### src/rtl/pio_loader.sv
// Loads a program into one PIO state machine, then sets wrap end, divider, pin groups and enables, issuing one action per clock.
// The first action appears two clocks after start. There is no backpressure: pio accepts an action every cycle, and abort cancels the sequence.
module pio_loader #(
  parameter int NUM_SM   = 4,
  parameter int MAX_PROG = 32,
  localparam int MW = $clog2(NUM_SM),
  localparam int AW = $clog2(MAX_PROG)
) (
  input  logic              clk,
  input  logic              reset_n,
  input  logic              start,
  input  logic              abort,
  input  logic [AW:0]       cfg_len,
  input  logic [MW-1:0]     cfg_mindex,
  input  logic [23:0]       cfg_div,
  input  logic [31:0]       cfg_pin_grps,
  input  logic [NUM_SM-1:0] cfg_en,
  output logic [AW-1:0]     prog_addr,
  input  logic [15:0]       prog_data,
  output logic [3:0]        action,
  output logic [AW-1:0]     index,
  output logic [MW-1:0]     mindex,
  output logic [31:0]       din,
  output logic              busy,
  output logic              done
);

  localparam logic [3:0] ACT_NONE  = 4'd0;
  localparam logic [3:0] ACT_INSTR = 4'd1;
  localparam logic [3:0] ACT_PEND  = 4'd2;
  localparam logic [3:0] ACT_GRPS  = 4'd5;
  localparam logic [3:0] ACT_EN    = 4'd6;
  localparam logic [3:0] ACT_DIV   = 4'd7;

  typedef enum logic [2:0] {
    S_IDLE, S_FETCH, S_INSTR, S_PEND, S_DIV, S_GRPS, S_EN, S_FIN
  } state_t;

  state_t            state;
  logic [AW:0]       len_q;
  logic [23:0]       div_q;
  logic [31:0]       grps_q;
  logic [NUM_SM-1:0] en_q;
  logic [AW-1:0]     icnt;
  logic [AW:0]       len_c;
  logic [AW-1:0]     last_addr;

  assign len_c     = (cfg_len > (AW+1)'(MAX_PROG)) ? (AW+1)'(MAX_PROG) : cfg_len;
  assign last_addr = AW'(len_q - 1'b1);

  always_ff @(posedge clk or negedge reset_n) begin
    if (!reset_n) begin
      state     <= S_IDLE;
      action    <= ACT_NONE;
      index     <= '0;
      mindex    <= '0;
      din       <= '0;
      prog_addr <= '0;
      busy      <= 1'b0;
      done      <= 1'b0;
      len_q     <= '0;
      div_q     <= '0;
      grps_q    <= '0;
      en_q      <= '0;
      icnt      <= '0;
    end else if (state != S_IDLE && abort) begin
      // Already-issued actions stay in effect; we only stop issuing more.
      action <= ACT_NONE;
      busy   <= 1'b0;
      done   <= 1'b0;
      state  <= S_IDLE;
    end else begin
      case (state)
        S_IDLE: begin
          done <= 1'b0;
          if (start && !abort) begin
            busy      <= 1'b1;
            prog_addr <= '0;
            icnt      <= '0;
            mindex    <= cfg_mindex;
            len_q     <= len_c;
            div_q     <= cfg_div;
            grps_q    <= cfg_pin_grps;
            en_q      <= cfg_en;
            state     <= (len_c == '0) ? S_DIV : S_FETCH;
          end
        end
        S_FETCH: begin
          if (prog_addr != last_addr) prog_addr <= prog_addr + 1'b1;
          state <= S_INSTR;
        end
        S_INSTR: begin
          // Memory read runs one address ahead of the slot being written.
          action <= ACT_INSTR;
          index  <= icnt;
          din    <= {16'b0, prog_data};
          icnt   <= icnt + 1'b1;
          if (prog_addr != last_addr) prog_addr <= prog_addr + 1'b1;
          if (icnt == last_addr) state <= S_PEND;
        end
        S_PEND: begin
          action <= ACT_PEND;
          din    <= 32'(last_addr);
          state  <= S_DIV;
        end
        S_DIV: begin
          action <= ACT_DIV;
          din    <= 32'(div_q);
          state  <= S_GRPS;
        end
        S_GRPS: begin
          action <= ACT_GRPS;
          din    <= grps_q;
          state  <= S_EN;
        end
        S_EN: begin
          action <= ACT_EN;
          din    <= 32'(en_q);
          state  <= S_FIN;
        end
        S_FIN: begin
          action <= ACT_NONE;
          din    <= '0;
          done   <= 1'b1;
          busy   <= 1'b0;
          state  <= S_IDLE;
        end
        default: state <= S_IDLE;
      endcase
    end
  end

endmodule

### config.mk
export PLATFORM = sky130hd
export DESIGN_NAME = pio_loader
export DESIGN_NICKNAME = d
export VERILOG_FILES = /design/src/rtl/pio_loader.sv
export SDC_FILE = /design/constraint.sdc
export NUM_CORES = 1
export LEC_CHECK = 0
export CAP_MARGIN = 10
export CORE_MARGIN = 10
export CORE_UTILIZATION = 50
export CTS_CLUSTER_DIAMETER = 40
export CTS_CLUSTER_SIZE = 40
export DETAILED_ROUTE_END_ITERATION = 16
export MAX_ROUTING_LAYER = met4
export PLACE_DENSITY = 0.8
export SKIP_CTS_REPAIR_TIMING = 1
export SYNTH_ARGS = -nofsm -noshare
export SYNTH_HDL_FRONTEND = slang
export SYNTH_SLANG_ARGS = --single-unit
### constraint.sdc
create_clock -name clk -period 2.87 [get_ports clk]
set_input_delay 0.861 -clock clk [delete_from_list [all_inputs] [get_ports clk]]
set_output_delay 0.861 -clock clk [all_outputs]
set_load 0.01 [all_outputs]
==> impl_metrics.py, run 1 <==
metrics = {
    "status": {
        "outcome": "completed",
    },
    "detailed_routing": {
        "antenna_left": 0,
        "first_pass_iters": 6,
        "wire_per_inst_um": 17.75,
        "num_vias": 4991,
        "drc_errors": 0,
        "drt-total-wl_mm": 16.24,
        "drt_iter0_drc": 442,
        "vias_per_cell": 5.455,
    },
    "sta": {
        "tns_ns": 0,
        "rsz0062_at_grt": "false",
        "post-route-worst-setup-slack_ns": 0.2878,
        "slew_headroom_pct": 29.40,
        "finalCritPeriodShare_pct": 89.97,
        "fmax_ghz": 0.3873,
        "period_needed_ns": 2.582,
        "setup_viol": 0,
        "finalMaxSlewViolations": 0,
        "finalHoldViolations": 0,
        "tightest_slew_ns": 1.051,
        "clock_skew_ns": 0.007741,
    },
    "critical_path": {
        "slowest_stage": "a211oi_2",
        "required_ns": 3.27,
        "path_buf_inv": 1,
        "crit_type": "reg2reg",
        "crit_family": "compound AO/OA/AOI/OAI gates",
        "cp_data_arrival_time_ns": 2.98,
        "slowest_delay_ns": 0.53,
        "end_kind": "flop",
        "start_kind": "flop",
        "cp_cell_sequence": "inv_1 -> ha_1 -> xnor2_1 -> nor4_1 -> o211ai_1 -> a211oi_2 -> mux2i_1 -> nand3_1",
        "worstPathMaxFanout": 8,
    },
    "clocking": {
        "numClockSinks": 122,
        "numCtsBuffers": 17,
        "clk_path_buf_depth": 2,
        "cts_root_buffer": "clkbuf_8",
        "path_clk_slew_ns": 0.06,
        "cts_tree": "yes",
        "cts_max_level": 4,
        "clk_latency_ns": 0.52,
    },
    "pwr": {
        "ir_drop_uv": 496.7,
        "p_per_area_mw_per_mm2": 1085,
        "leakage_nw": 3.620,
    },
    "placement": {
        "hpwl_mm": 11.18,
        "io_buffers": 136,
        "gp_congestion": 0.8971,
        "dpl_worst_slack_ns": 0.2085,
    },
    "yosys": {
        "synthFlopType": "dfrtp_1",
        "ys_ff_latch": 122,
        "synth_cell_types": 46,
        "synth_seq_area_share_pct": 54.82,
        "yosysTopAreaCell": "dfrtp_1",
        "synth_area_leaders": "dfrtp_1, nand2_1, o21ai_0",
        "syn_area_per_cell_sq_um": 8.798,
        "async_flop_share_pct": 100.0,
        "synth_fp_nets": 724,
        "synth_edf_count": 0,
        "ys_top_cells_by_count": "nand2_1, dfrtp_1, o21ai_0",
        "synth_most_common_cell": "nand2_1",
        "synthCells": 633,
        "synth_top_area_share_pct": 54.82,
        "yosysWarningCount": 0,
        "synth_area_sq_mm": 0.005569,
    },
    "hold_path": {
        "hold_path_class": "in2async",
    },
    "floorplanning": {
        "fp.coreArea_sq_mm": 0.01089,
        "ios": 138,
        "dieArea_sq_mm": 0.01576,
        "start_util_pct": 51.15,
        "die_h_um": 125.5,
        "die_w_um": 125.5,
        "rows": 38,
    },
    "global_route": {
        "overflow": 0,
        "grt_usage_pct": 20.89,
        "grt_max_degree": 63,
        "grt_first_pass_wirelength_mm": 26.28,
        "grt_pass1_vias": 5144,
        "antenna_found_initial": 0,
    },
    "final_layout": {
        "area_growth_pct": 38.91,
        "fin_util_pct": 71.05,
        "fin_nets": 854,
        "drive_gt1_share_pct": 7.742,
        "diodes": 0,
    },
    "flow_run": {
        "maxCapViolations": 0,
    },
}
logic make-up after synthesis:
family	count (synthesis)	synth area share, %
flops	122	54.82
xor+xnor	15	2.494
mux	20	3.775
buf+inv	50	3.729
simple gates	318	23.41
fa+ha+maj	3	0.6741
other cells	1	0.06734
compound gates	104	11.03
flip-flops by register name, summed over array words and instances, names as in the netlist:
signal and cells:
mindex 2, index 5, icnt 5, div_q 24
busy 1, state 3, action 3, en_q 4
grps_q 32, prog_addr 5, len_q 5, din 32
done 1
area by class of cell:
class,instances,area [sq um]
Fill cell,813,3152
Tap cell,140,175.2
Sequential cell,122,3053
Clock inverter,8,165.2
Inverter,9,33.78
Clock buffer,23,466.7
Multi-Input combinational cell,461,2326
Timing Repair Buffer,152,1516
through the flow:
stage	std cells	instance area (sq um)	hold slack [ns]	power (mW)
5_1_grt	915	7736	0.3577	8.914
2_1_floorplan	633	5569	0.4401	4.748
3_5_place_dp	884	7104	0.4578	6.066
3_3_place_gp	884	7104	0.4571	5.914
4_1_cts	915	7736	0.3281	8.421
6_report	915	7736	0.3275	8.396
worst paths after layout:
check	slack, ns	startpoint	to	cells after the start
worst max-delay path	0.29	len_q[0]	prog_addr[4]	8
worst min-delay path	0.33	reset_n	prog_addr[3]	1
worst max register to register	0.29	len_q[0]	prog_addr[4]	8
worst min register to register	0.47	div_q[4]	div_q[4]	2
max in group asynchronous	1.82	reset_n	din[2]	2
min in group clk	0.47	div_q[4]	div_q[4]	2
per-layer routing:
metal	global-route usage, %	part of all wire (%)	up-vias
met5	-	0	-
met4	7.114	1.5	0
met3	4.478	5.4	23
met2	33.49	49	203
met1	25.62	44	2420
li1	-	-	2345
where the power goes:
| group | total [mW] | internal (mW) | switching (mW) |
|---|---|---|---|
| Clock | 2.28 | 1.56 | 0.725 |
| Combinational | 3.13 | 1.43 | 1.71 |
| Sequential | 2.98 | 2.44 | 0.539 |
| Total | 8.40 | 5.43 | 2.97 |
placed cells by master (no fill, tap or decap), types with 2 or more instances in the layout:
master and n:
a21oi_1 28, a22o_1 9, and2_1 2, buf_12 3, buf_4 14, bufinv_16 5
clkbuf_1 3, clkbuf_16 16, clkbuf_8 4, clkdlybuf4s50_1 135, clkinv_2 3, dfrtp_1 122
ha_1 3, inv_1 8, mux2_2 8, mux2i_1 12, nand2_1 237, nand2b_1 4
nand3_1 9, nand3b_1 4, nand4_1 2, nor2_1 28, nor2b_1 3, nor3_1 15
nor3b_1 3, nor4_1 5, o211ai_1 3, o21ai_0 45, o221ai_1 2, o22ai_1 5
o31ai_1 2, or3_1 2, xnor2_1 6, xor2_1 8
Note: power is estimated with default switching activity, not from simulation.
==> inputs of run 2 (changes only) <==
--- a/config.mk
+++ b/config.mk
@@ -9,7 +9,7 @@
 export CORE_MARGIN = 10
 export CORE_UTILIZATION = 50
 export CTS_CLUSTER_DIAMETER = 40
-export CTS_CLUSTER_SIZE = 40
+export CTS_CLUSTER_SIZE = 12
 export DETAILED_ROUTE_END_ITERATION = 16
 export MAX_ROUTING_LAYER = met4
 export PLACE_DENSITY = 0.8
==> results of run 2 <==
The final DEF is identical to that of run 1; final timing and power are the same.
